## config.mk

```make
export PLATFORM = sky130hd
export DESIGN_NAME = bin2bcd_seq
export DESIGN_NICKNAME = d
export VERILOG_FILES = /design/src/rtl/bin2bcd_pkg.sv /design/src/rtl/bcd_digit_adj.sv /design/src/rtl/bin2bcd_seq.sv
export SDC_FILE = /design/constraint.sdc
export NUM_CORES = 1
export LEC_CHECK = 0
export CORE_MARGIN = 1.5
export CORE_UTILIZATION = 50
export CTS_BUF_LIST = sky130_fd_sc_hd__clkbuf_4 sky130_fd_sc_hd__clkbuf_8
export CTS_CLUSTER_SIZE = 10
export DETAILED_ROUTE_END_ITERATION = 8
export PLACE_DENSITY_LB_ADDON = 0.2
export SLEW_MARGIN = 30
export SYNTH_ARGS = -nofsm -noshare
export SYNTH_HDL_FRONTEND = slang
export SYNTH_SLANG_ARGS = --single-unit
```

## constraint.sdc

```tcl
create_clock -name clk -period 1.65 [get_ports clk]
set_input_delay 0.33 -clock clk [delete_from_list [all_inputs] [get_ports clk]]
set_output_delay 0.33 -clock clk [all_outputs]
set_load 0.005 [all_outputs]
```

## src/rtl/bin2bcd_pkg.sv

```systemverilog
// Shared types and constants for the sequential binary-to-BCD converter.
package bin2bcd_pkg;

  typedef enum logic {IDLE = 1'b0, CONV = 1'b1} state_e;

  localparam logic [3:0] ADJ_THRESH = 4'd5;
  localparam logic [3:0] BCD_MAX    = 4'd9;

endpackage

```

## src/rtl/bcd_digit_adj.sv

```systemverilog
// Double-dabble add-3 correction for one BCD digit (combinational).
module bcd_digit_adj
  import bin2bcd_pkg::*;
(
  input  logic [3:0] din,
  output logic [3:0] dout
);

  // 10..15 never appear in a legal iteration; force a known zero instead of X
  always_comb begin
    if (din < ADJ_THRESH)     dout = din;
    else if (din <= BCD_MAX)  dout = din + 4'd3;
    else                      dout = 4'd0;
  end

endmodule

```

## src/rtl/bin2bcd_seq.sv

```systemverilog
// Sequential double-dabble converter, one shift-and-add-3 iteration per clock.
// Define BIN2BCD_QUEUE_EN to build a one-entry request buffer for starts while busy.
module bin2bcd_seq
  import bin2bcd_pkg::*;
#(
  parameter int BIN_W  = 8,
  parameter int DIGITS = 3
) (
  input  logic                  clk,
  input  logic                  rst_n,
  input  logic                  start,
  input  logic [BIN_W-1:0]      bin_in,
  output logic                  ready,
  output logic                  done,
  output logic [4*DIGITS-1:0]   bcd_out
);

  localparam int CNT_W = $clog2(BIN_W + 1);
  localparam int TOT_W = 4*DIGITS + BIN_W;

  state_e                 state_q, state_d;
  logic [BIN_W-1:0]       bin_q, bin_d;
  logic [4*DIGITS-1:0]    bcd_q, bcd_d;
  logic [CNT_W-1:0]       cnt_q, cnt_d;
  logic [4*DIGITS-1:0]    res_q, res_d;
  logic                   ready_q, ready_d;
  logic                   done_q, done_d;
`ifdef BIN2BCD_QUEUE_EN
  logic                   pend_q, pend_d;
  logic [BIN_W-1:0]       pbin_q, pbin_d;
`endif

  logic [4*DIGITS-1:0]    adj;
  logic [TOT_W-1:0]       shv;
  logic                   load;
  logic [BIN_W-1:0]       load_val;

  for (genvar g = 0; g < DIGITS; g++) begin : g_adj
    bcd_digit_adj u_adj (
      .din  (bcd_q[4*g +: 4]),
      .dout (adj[4*g +: 4])
    );
  end

  always_comb begin
    state_d  = state_q;
    bin_d    = bin_q;
    bcd_d    = bcd_q;
    cnt_d    = cnt_q;
    res_d    = res_q;
    done_d   = 1'b0;
    load     = 1'b0;
    load_val = bin_in;
    shv      = {adj, bin_q} << 1;
`ifdef BIN2BCD_QUEUE_EN
    pend_d   = pend_q;
    pbin_d   = pbin_q;
`endif
    case (state_q)
      IDLE: begin
`ifdef BIN2BCD_QUEUE_EN
        // a buffered request takes priority; ready is low so start is dropped
        if (pend_q) begin
          load     = 1'b1;
          load_val = pbin_q;
          pend_d   = 1'b0;
        end else
`endif
        if (start) load = 1'b1;
      end
      CONV: begin
        {bcd_d, bin_d} = shv;
        cnt_d = cnt_q - CNT_W'(1);
        if (cnt_q == CNT_W'(1)) begin
          state_d = IDLE;
          done_d  = 1'b1;
          res_d   = bcd_d;
        end
`ifdef BIN2BCD_QUEUE_EN
        if (start && !pend_q) begin
          pend_d = 1'b1;
          pbin_d = bin_in;
        end
`endif
      end
      default: state_d = IDLE;
    endcase
    if (load) begin
      state_d = CONV;
      bin_d   = load_val;
      bcd_d   = '0;
      cnt_d   = CNT_W'(BIN_W);
    end
`ifdef BIN2BCD_QUEUE_EN
    ready_d = (state_d == IDLE) && !pend_d;
`else
    ready_d = (state_d == IDLE);
`endif
  end

  always_ff @(posedge clk) begin
    if (!rst_n) begin
      state_q <= IDLE;
      bin_q   <= '0;
      bcd_q   <= '0;
      cnt_q   <= '0;
      res_q   <= '0;
      ready_q <= 1'b1;
      done_q  <= 1'b0;
`ifdef BIN2BCD_QUEUE_EN
      pend_q  <= 1'b0;
      pbin_q  <= '0;
`endif
    end else begin
      state_q <= state_d;
      bin_q   <= bin_d;
      bcd_q   <= bcd_d;
      cnt_q   <= cnt_d;
      res_q   <= res_d;
      ready_q <= ready_d;
      done_q  <= done_d;
`ifdef BIN2BCD_QUEUE_EN
      pend_q  <= pend_d;
      pbin_q  <= pbin_d;
`endif
    end
  end

  assign ready   = ready_q;
  assign done    = done_q;
  assign bcd_out = res_q;

endmodule

```

==> results.txt, run 1 <==
----------------------------------------------------
[Status]
  Status ... complete, no violations

[STA]
  Count of endpoints failing setup in the final report ... 0
  Post-layout min period ... around 1.6 ns
  Final sum of negative setup slack ... 0 ns
  Maximum clock frequency ... 0.633 GHz
  Final count of hold timing violations ... 0
  Worst setup margin ... 0.0701 ns
  Max-Slew Margin vs Limit ... 74.3%
  Slew of the pin with the lowest slew margin ... between 0.3 and 0.4 ns
  Crit share post-route ... 95.7%
  Unrepaired setup endpoints after global routing ... false
  Worst clock skew ... between 0.005 and 0.006 ns
  Final-report max-slew violation count ... 0

[Floorplanning]
  Number of placement rows ... 21
  Die width ... around 63 um
  Ports placed on the boundary ... 25
  Overall die height ... 62.5 um
  Effective utilization at floorplan ... 52.6%
  Die footprint ... slightly below 4000 um2
  Placeable Area ... roughly 3400 um2

[Final layout]
  Fin util ... between 60% and 70%
  Number of antenna cells inserted ... 0
  Fraction of final layout cells with drive strength greater than 1 ... ~15%
  Area growth from synthesis to layout ... 23.7%
  Number of fillers in the final layout ... 304
  Count of nets after finishing ... around 250

[Critical path]
  Startpoint type of the worst setup path ... flip-flop
  Largest fanout of any net on the critical path ... 2
  Worst EP arrival ... approximately 1.3 ns
  Req. time, crit path ... 1.32 ns
  Buffers & Inverters on Critical Path ... 1
  Start-to-end type of the worst setup path ... flip-flop to output pin
  Worst-path cell chain ... clkdlybuf4s50_1
  Peak per-stage delay on the critical path ... about 0.52 ns
  Kind of end point of the critical path ... output pin
  Family with the most delay on the worst path ... buffers and inverters
  Slowest CP cell ... sky130_fd_sc_hd__clkdlybuf4s50_1

[Global routing]
  Number of global-route vias before repair ... 1431
  Met2 track demand over resource in global routing ... between 30 and 40%
  Fraction of met3 tracks used by global routing ... under 10%
  Pin count of the biggest net entering global routing ... 42
  Initial antenna violation count ... 0
  Wire length of the first global-routing pass ... 6410 um
  Layer carrying the most global-route usage ... met2
  Gr usage total ... between 20% and 30%
  Met1 Track Usage GR ... between 20% and 30%
  Overflow left after global routing ... 0

[Yosys]
  Post-Syn Instances ... 194
  Ranking of synthesized cells by instance count ... sky130_fd_sc_hd__dfxtp_1 (39), sky130_fd_sc_hd__o21ai_0 (19), sky130_fd_sc_hd__nor2_1 (18)
  Top cells by area in the synthesized netlist ... sky130_fd_sc_hd__dfxtp_1 (44%), sky130_fd_sc_hd__ha_1 (5.7%), sky130_fd_sc_hd__o21ai_0 (5.4%)
  Mapped cell area ... 1770 um2
  Number of nets produced by synthesis ... approximately 210
  Post-synthesis sequential element count ... 39
  Number of synthesized flops with an enable pin ... 0
  Most used flip-flop cell after synthesis ... sky130_fd_sc_hd__dfxtp_1
  Avg Synthesized Cell Area ... roughly 9 um2
  Synth warn ... 0
  Most numerous cell in the Yosys netlist ... sky130_fd_sc_hd__dfxtp_1
  Share of the synthesized area in the top cell type ... about 44%
  Dominant cell type by area after synthesis ... sky130_fd_sc_hd__dfxtp_1
  Fraction of the yosys area taken by sequential cells ... 44.1%
  Yosys cell types ... 37
  Synth async-reset ratio ... 0%

[Flow run]
  Maxcap violations ... 0

[Detailed routing]
  Per-cell routed wire length ... 14.3 um
  Number of iterations in the first detailed-routing pass ... 4
  Detailed router's first-iteration violation count ... 59
  Antenna viol nets, final ... 0
  Remaining routing DRC violations ... 0
  Total length of routed wires ... between 3000 and 4000 um
  Vias/cell ... roughly 5.4
  Via count ... about 1500

[CTS]
  Num CTS Buffers ... 5
  Clock latency on the worst-skew pair ... around 0.34 ns
  Worst-path clk slew ... ~0.12 ns
  Clock sink total ... 39
  Root Driver ... sky130_fd_sc_hd__clkbuf_4
  Post-CTS Setup Repair Bufs ... 0
  Bufs on Longest Clock Path ... 2
  Level count of the clock H-tree ... 2
  Clock tree from TritonCTS ... done

[Pwr]
  Final Power ... 1.77 mW
  Static leakage ... 0.866 nW
  Total power density per cell area ... just over 800 nW/um2
  IR drop worst, VDD ... approximately 0.00046 V

[Placed design]
  Number of buffers inserted by port buffering ... 24
  Final RePlAce weighted congestion ... about 0.79
  DP Wirelength ... 2820 um
  Setup Slack @ Placement ... roughly 0.022 ns

[Min path]
  Worst hold path class ... flip-flop to flip-flop

----------------------------------------------------
-- state kept, by name, summed over array words and instances, names as in the netlist --
register  count
done          1
bcd_q        12
ready         1
cnt_q         4
bcd_out      12
state_q       1
bin_q         8
-- metal layers --
| layer | up-vias | part of all wire [%] |
|---|---|---|
| li1 | 732 | - |
| met1 | 700 | 45 |
| met2 | 21 | 51 |
| met3 | 8 | 2.5 |
| met4 | 0 | 1.1 |
| met5 | - | 0 |
-- stage by stage --
stage               cell area, um2  cells  hold WS [ns]
floorplan                     1770    194         0.447
CTS                           2170    273         0.478
global placement              2110    265         0.435
global route                  2190    273         0.500
finish                        2190    273         0.474
detailed placement            2110    265         0.451
-- layout by cell type (no fill, tap or decap), drive strengths merged, types with 3 or more instances in the layout --
| cell | netlist | routed |
|---|---|---|
| dfxtp | 39 | 39 |
| clkdlybuf4s50 | 0 | 24 |
| o21ai | 20 | 20 |
| nor2 | 18 | 18 |
| nand2 | 17 | 17 |
| inv | 15 | 15 |
| buf | 4 | 10 |
| mux2i | 9 | 9 |
| a211oi | 8 | 8 |
| ha | 8 | 8 |
| and2 | 7 | 7 |
| a22o | 5 | 5 |
| clkbuf | 5 | 5 |
| mux2 | 5 | 5 |
| xnor2 | 4 | 4 |
| a31oi | 3 | 3 |
| o21a | 3 | 3 |
| clkinv | 0 | 3 |
| nand2b | 3 | 3 |
| nor2b | 3 | 3 |
-- layout make-up --
type,instances,area (um2),share of cell area (%)
inverter,15,56.3,2.57
clock buffer,5,37.5,1.71
timing repair buffer,34,328,15.0
clock inverter,3,15.0,0.685
tap,46,57.6,2.63
multi-input combinational,131,912,41.6
sequential,39,785,35.8
-- worst paths after layout --
| check | endpoint | slack, ns | cells after the start | startpoint |
|---|---|---|---|---|
| worst min-delay path | bcd_out[9] | 0.47 | 2 | bcd_out[9] |
| worst max register to register | bcd_q[2] | 0.08 | 6 | bcd_q[1] |
| worst min register to register | bcd_out[9] | 0.47 | 2 | bcd_out[9] |
| worst max-delay path | bcd_out[0] | 0.07 | 1 | bcd_out[0] |
-- logic make-up after synthesis --
logic type	Yosys count	share of synthesized area (%)
and+or+nand+nor	54	15.0
AOI/OAI and AO/OA	50	18.8
DFF	39	44.1
buffers and inverters	24	5.51
muxes	14	8.48
adders and majority gates	8	5.65
xor gates and xnor gates	5	2.47
-- report_power, final --
group | internal (mW) | total (mW) | switching, mW
Sequential | 0.984 | 1.02 | 0.0367
Clock | 0.159 | 0.471 | 0.312
Combinational | 0.143 | 0.283 | 0.141
Total | 1.29 | 1.77 | 0.489
-- timing repair --
action / 4_1_cts / 5_1_grt
cloned: 0 / 0
setup endpoints to repair: 1 / 9
resized for setup: 1 / 7
hold buffers: 0 / 0
Power figures use the tool's default switching activity.
==> run 2, diff against run 1 <==
Settings changed: MAX_ROUTING_LAYER set to met4, TNS_END_PERCENT set to 50.
==> results.txt, run 2 (same netlist as run 1, synthesis figures left out) <==
----------------------------------------------------
[Status]
  Status ... complete, no violations (unchanged)

[Detailed routing]
  Via count ... 1464 (was 1461)
  Antenna viol nets, final ... 0 (unchanged)
  Per-cell routed wire length ... 14.2 um (was 14.3 um)
  Remaining routing DRC violations ... 0 (unchanged)
  Total length of routed wires ... 3890 um (about the same)
  Detailed router's first-iteration violation count ... 50 (was 59)
  Number of iterations in the first detailed-routing pass ... 4 (unchanged)
  Vias/cell ... 5.36 (was 5.35)

[Min path]
  Worst hold path class ... flip-flop to flip-flop (unchanged)
  Worst Hold Path EP ... bcd_out[9] (unchanged)
  Hold depth ... 2 (unchanged)
  Hold Startpoint ... bcd_out[9] (unchanged)

[Critical path]
  Family with the most delay on the worst path ... compound AO/OA/AOI/OAI gates (was buffers and inverters)
  Largest fanout of any net on the critical path ... 5 (was 2)
  Start-to-end type of the worst setup path ... flip-flop to flip-flop (was flip-flop to output pin)
  Req. time, crit path ... 1.93 ns (was 1.32 ns)
  Critical R2R Capture ... bcd_q[2] (unchanged)
  Peak per-stage delay on the critical path ... 0.34 ns (was 0.52 ns)
  Startpoint type of the worst setup path ... flip-flop (unchanged)
  Worst-path cell chain ... inv_1 > ha_2 > nand2b_4 > mux2_4 > o32a_1 > a211oi_2 (was clkdlybuf4s50_1)
  Register-to-Register Path Depth ... 6 (unchanged)
  Buffers & Inverters on Critical Path ... 1 (unchanged)
  Kind of end point of the critical path ... flip-flop (was output pin)
  Worst EP arrival ... 1.85 ns (was 1.25 ns)
  Slowest CP cell ... sky130_fd_sc_hd__dfxtp_2 (was sky130_fd_sc_hd__clkdlybuf4s50_1)
  Start of the worst register-to-register path ... bcd_q[1] (unchanged)
  Reg2reg setup slack ... 0.08 ns (about the same)

[CTS]
  Root Driver ... sky130_fd_sc_hd__clkbuf_4 (unchanged)
  Clock sink total ... 39 (unchanged)
  Level count of the clock H-tree ... 2 (unchanged)
  Num CTS Buffers ... 5 (unchanged)
  Bufs on Longest Clock Path ... 2 (unchanged)
  Clock tree from TritonCTS ... done (unchanged)
  Clock latency on the worst-skew pair ... 0.34 ns (about the same)
  Worst-path clk slew ... 0.12 ns (about the same)

[Pwr]
  Total power density per cell area ... 808 nW/um2 (was 810 nW/um2)
  IR drop worst, VDD ... 0.000457 V (was 0.000458 V)
  Net Sw Power ... 0.485 mW (was 0.489 mW)
  Switching power as a share of total power ... 27.4% (was 27.6%)
  Gate power share ... 16.0% (about the same)
  Power share of the sequential group ... 57.7% (was 57.5%)
  Clock power share ... 26.4% (was 26.5%)
  Cell internal power dissipation ... 1.29 mW (about the same)
  Static leakage ... 0.866 nW (unchanged)
  Final Power ... 1.77 mW (about the same)

[Placed design]
  Placed Area ... 2110 um2 (unchanged)
  DP Wirelength ... 2820 um (unchanged)
  Number of buffers inserted by port buffering ... 24 (unchanged)
  Final RePlAce weighted congestion ... 0.804 (was 0.793)

[STA]
  Worst clock skew ... 0.00643 ns (was 0.00577 ns)
  Count of endpoints failing setup in the final report ... 0 (unchanged)
  Final sum of negative setup slack ... 0 ns (unchanged)
  Post-layout min period ... 1.57 ns (was 1.58 ns)
  Final-report max-slew violation count ... 0 (unchanged)
  Unrepaired setup endpoints after global routing ... false (unchanged)
  Slew of the pin with the lowest slew margin ... 0.378 ns (was 0.381 ns)
  Crit share post-route ... 95.4% (was 95.7%)
  Maximum clock frequency ... 0.635 GHz (was 0.633 GHz)
  Max-Slew Margin vs Limit ... 74.5% (was 74.3%)
  Final count of hold timing violations ... 0 (unchanged)

[Global routing]
  Initial antenna violation count ... 0 (unchanged)
  Overflow left after global routing ... 0 (unchanged)
  Number of global-route vias before repair ... 1424 (was 1431)
  Gr usage total ... 21.1% (was 20.6%)
  Wire length of the first global-routing pass ... 6410 um (unchanged)
  Pin count of the biggest net entering global routing ... 42 (unchanged)

[Floorplanning]
  Die footprint ... 3910 um2 (unchanged)
  Effective utilization at floorplan ... 52.6% (unchanged)
  Die width ... 62.5 um (unchanged)
  Placeable Area ... 3360 um2 (unchanged)
  Number of placement rows ... 21 (unchanged)
  Overall die height ... 62.5 um (unchanged)
  Ports placed on the boundary ... 25 (unchanged)

[Flow run]
  Maxcap violations ... 0 (unchanged)

[Final layout]
  Fraction of final layout cells with drive strength greater than 1 ... 14.5% (unchanged)
  Area growth from synthesis to layout ... 23.7% (unchanged)
  Finished layout cell area ... 2190 um2 (unchanged)
  Count of nets after finishing ... 245 (unchanged)
  Number of antenna cells inserted ... 0 (unchanged)
  Leading cell types in the layout, fill and taps excluded ... sky130_fd_sc_hd__dfxtp_1 (36), sky130_fd_sc_hd__clkdlybuf4s50_1 (24), sky130_fd_sc_hd__nor2_1 (18), sky130_fd_sc_hd__o21ai_0 (18), sky130_fd_sc_hd__nand2_1 (17) (unchanged)
  Most common cell after layout, fill and taps aside ... sky130_fd_sc_hd__dfxtp_1 (unchanged)

----------------------------------------------------
## run 2: cell counts in the layout (fill, tap and decap cells not counted)
Identical to the previous run, type by type.
## run 2: tightest hold or removal path, cell delays in order, from the launching register on
cell and delay (ns):
sky130_fd_sc_hd__dfxtp_1 0.35, sky130_fd_sc_hd__nand2_1 0.05, sky130_fd_sc_hd__o21ai_0 0.05
## run 2: power groups by stage
stage	registers, mW	logic, mW	clock network [mW]
floorplan	1.03	0.188	0
global placement	1.04	0.260	0
detailed placement	1.04	0.273	0
CTS	1.02	0.274	0.486
global route	1.03	0.313	0.516
finish	1.02	0.283	0.467
## run 2: worst max-delay path by stage
stage	cells after the start	slack [ns]	startpoint	endpoint
final	6	0.08	bcd_q[1]	bcd_q[2]
after global routing	6	0.009	bcd_q[1]	bcd_q[2]
after CTS	6	0.009	bcd_q[0]	bcd_q[2]
after detailed placement	5	0.02	start	bin_q[2]
after global placement	6	0.08	bcd_q[1]	bcd_q[2]
after floorplan	6	0.03	bcd_q[0]	bcd_q[2]
## run 2: layer usage
metal	vias up	track usage (%)	part of all wire, %
li1	731	-	-
met1	700	23.6	44
met2	27	37.6	52
met3	6	3.78	3.3
met4	0	7.50	0.82
met5	-	-	0
## run 2: stage by stage
step / std cells / hold slack (ns) / utilization, % / setup WS (ns)
floorplan: 194 / 0.447 / - / 0.0326
global placement: 265 / 0.435 / 62.9 / 0.0762
detailed placement: 265 / 0.451 / 62.9 / 0.0222
CTS: 273 / 0.478 / 64.5 / 0.00893
global route: 273 / 0.500 / 65.1 / 0.00932
finish: 273 / 0.477 / 65.1 / 0.0756
## run 2: cell type report
type | count | area, um2
clock inverters | 3 | 15.0
clock buffers | 5 | 37.5
fillers | 304 | 1170
well taps | 46 | 57.6
multi-input cells | 131 | 912
flip-flops and latches | 39 | 785
repair buffers | 34 | 328
inverters | 15 | 56.3
## run 2: what timing repair did
action | 4_1_cts | 5_1_grt
gates resized for setup | 1 | 7
endpoints found under the setup margin | 1 | 9
gates cloned | 0 | 0
hold buffers | 0 | 0
setup buffers | 0 | 0
==> run 3, diff against run 2 <==
Settings changed: CTS_BUF_LIST sky130_fd_sc_hd__clkbuf_4 sky130_fd_sc_hd__clkbuf_8 to sky130_fd_sc_hd__clkbuf_8.
==> results.txt, run 3 (same netlist as run 1, synthesis figures left out) <==
----------------------------------------------------
[Final layout]
  Fin util ... 66.0% (was 65.1%)
  Register area ... 783 um2 (was 785 um2)
  Most common cell after layout, fill and taps aside ... sky130_fd_sc_hd__dfxtp_1 (unchanged)
  Count of nets after finishing ... 245 (unchanged)
  Fraction of final layout cells with drive strength greater than 1 ... 14.5% (unchanged)
  Number of fillers in the final layout ... 300 (was 304)
  Area growth from synthesis to layout ... 25.4% (was 23.7%)
  Area of combinational cells with multiple inputs ... 912 um2 (unchanged)
  Number of antenna cells inserted ... 0 (unchanged)
  Leading cell types in the layout, fill and taps excluded ... sky130_fd_sc_hd__dfxtp_1 (37), sky130_fd_sc_hd__clkdlybuf4s50_1 (24), sky130_fd_sc_hd__nor2_1 (18), sky130_fd_sc_hd__o21ai_0 (18), sky130_fd_sc_hd__nand2_1 (17) (was sky130_fd_sc_hd__dfxtp_1 (36), sky130_fd_sc_hd__clkdlybuf4s50_1 (24), sky130_fd_sc_hd__nor2_1 (18), sky130_fd_sc_hd__o21ai_0 (18), sky130_fd_sc_hd__nand2_1 (17))

[CTS]
  Level count of the clock H-tree ... 2 (unchanged)
  Num CTS Buffers ... 5 (unchanged)
  Clock tree from TritonCTS ... done (unchanged)
  Root Driver ... sky130_fd_sc_hd__clkbuf_8 (was sky130_fd_sc_hd__clkbuf_4)
  Bufs on Longest Clock Path ... 2 (unchanged)
  Post-cts sizing count ... 0 (was 1)
  Worst-path clk slew ... 0.08 ns (was 0.12 ns)
  Hold Buf Count CTS ... 0 (unchanged)
  Post-CTS Setup Repair Bufs ... 0 (unchanged)
  Clock latency on the worst-skew pair ... 0.29 ns (was 0.34 ns)
  Clock sink total ... 39 (unchanged)

[Global routing]
  Gr usage total ... 21.9% (was 21.1%)
  Initial antenna violation count ... 0 (unchanged)
  Pin count of the biggest net entering global routing ... 42 (unchanged)
  Number of global-route vias before repair ... 1431 (was 1424)
  Wire length of the first global-routing pass ... 6540 um (was 6410 um)
  Overflow left after global routing ... 0 (unchanged)

[Placed design]
  Final RePlAce weighted congestion ... 0.804 (unchanged)
  Number of buffers inserted by port buffering ... 24 (unchanged)
  DP Wirelength ... 2820 um (unchanged)

[Detailed routing]
  WL met1 ... 1770 um (was 1720 um)
  Vias/cell ... 5.36 (about the same)
  Detailed router's first-iteration violation count ... 57 (was 50)
  Highest signal layer in the routed design ... met4 (unchanged)
  Routed length on met2 ... 2000 um (about the same)
  Number of iterations in the first detailed-routing pass ... 4 (unchanged)
  Remaining routing DRC violations ... 0 (unchanged)
  Per-cell routed wire length ... 14.4 um (was 14.2 um)
  Routed wl met3 ... 106 um (was 127 um)
  Via count ... 1463 (was 1464)
  Total length of routed wires ... 3940 um (was 3890 um)
  Antenna viol nets, final ... 0 (unchanged)

[Pwr]
  Total power density per cell area ... 867 nW/um2 (was 808 nW/um2)
  Switching power as a share of total power ... 26.6% (was 27.4%)
  Static leakage ... 0.872 nW (was 0.866 nW)
  Net Sw Power ... 0.512 mW (was 0.485 mW)
  Cell internal power dissipation ... 1.41 mW (was 1.29 mW)
  Gate power share ... 14.8% (was 16.0%)
  Clock power share ... 32.3% (was 26.4%)
  IR drop worst, VDD ... 0.000438 V (was 0.000457 V)
  Power share of the sequential group ... 52.9% (was 57.7%)

[Critical path]
  Largest fanout of any net on the critical path ... 5 (unchanged)
  Kind of end point of the critical path ... flip-flop (unchanged)
  Start-to-end type of the worst setup path ... flip-flop to flip-flop (unchanged)
  Reg2reg setup slack ... 0.07 ns (was 0.08 ns)
  Startpoint type of the worst setup path ... flip-flop (unchanged)
  Req. time, crit path ... 1.86 ns (was 1.93 ns)
  Worst EP arrival ... 1.79 ns (was 1.85 ns)

[STA]
  Post-layout min period ... 1.58 ns (was 1.57 ns)
  Worst clock skew ... 0.00602 ns (was 0.00643 ns)
  Final-report max-slew violation count ... 0 (unchanged)
  Final count of hold timing violations ... 0 (unchanged)
  Final sum of negative setup slack ... 0 ns (unchanged)
  Slew of the pin with the lowest slew margin ... 0.421 ns (was 0.378 ns)
  Maximum clock frequency ... 0.632 GHz (was 0.635 GHz)
  Crit share post-route ... 95.8% (was 95.4%)
  Max-Slew Margin vs Limit ... 71.7% (was 74.5%)
  Count of endpoints failing setup in the final report ... 0 (unchanged)

[Floorplanning]
  Die width ... 62.5 um (unchanged)
  Overall die height ... 62.5 um (unchanged)
  Placeable Area ... 3360 um2 (unchanged)
  Number of placement rows ... 21 (unchanged)
  Effective utilization at floorplan ... 52.6% (unchanged)
  Die footprint ... 3910 um2 (unchanged)
  Ports placed on the boundary ... 25 (unchanged)

[Min path]
  Worst hold path class ... flip-flop to flip-flop (unchanged)

[Status]
  Status ... complete, no violations (unchanged)

[Flow run]
  Maxcap violations ... 0 (unchanged)

----------------------------------------------------
[run 3: cell counts in the layout (fill, tap and decap cells not counted)]
Identical to the previous run, type by type.
[run 3: layout make-up]
type / count / area share (%)
inverters: 15 / 2.54
flip-flops and latches: 39 / 35.3
clock inverters: 3 / 0.676
repair buffers: 34 / 14.8
clock buffers: 5 / 3.10
multi-input cells: 131 / 41.1
well taps: 46 / 2.59
[run 3: final timing paths]
check / from / cells past startpoint / to
setup / recovery: bcd_q[1] / 6 / bcd_out[2]
hold / removal: bcd_out[3] / 2 / bcd_out[3]
hold reg to reg: bcd_out[3] / 2 / bcd_out[3]
setup reg to reg: bcd_q[1] / 6 / bcd_out[2]
[run 3: critical path, stage by stage (launching register included)]
cell	delay, ns
sky130_fd_sc_hd__dfxtp_2	0.34
sky130_fd_sc_hd__inv_1	0.07
sky130_fd_sc_hd__ha_2	0.20
sky130_fd_sc_hd__nand2b_2	0.20
sky130_fd_sc_hd__mux2_4	0.30
sky130_fd_sc_hd__o32a_1	0.20
sky130_fd_sc_hd__o21ai_0	0.19
[run 3: through the flow]
step                setup WS, ns  instance area [um2]  instances  hold slack, ns  power, mW
global route             -0.0127                 2220        273           0.494       2.01
CTS                       0.0104                 2200        273           0.468       1.92
finish                    0.0685                 2220        273           0.465       1.93
floorplan                 0.0326                 1770        194           0.447       1.22
global placement          0.0762                 2110        265           0.435       1.30
detailed placement        0.0222                 2110        265           0.451       1.31
[run 3: layer usage]
layer / GRT usage (%) / vias to the layer above
met4: 8.33 / 0
met5: - / -
li1: - / 731
met1: 23.8 / 703
met3: 6.13 / 6
met2: 38.2 / 23
[run 3: power by group through the flow]
| stage | sequential, mW | combinational, mW | clock [mW] |
|---|---|---|---|
| after global routing | 1.02 | 0.315 | 0.676 |
| after detailed placement | 1.04 | 0.273 | 0 |
| after CTS | 1.02 | 0.275 | 0.629 |
| after floorplan | 1.03 | 0.188 | 0 |
| final | 1.02 | 0.285 | 0.622 |
| after global placement | 1.04 | 0.260 | 0 |
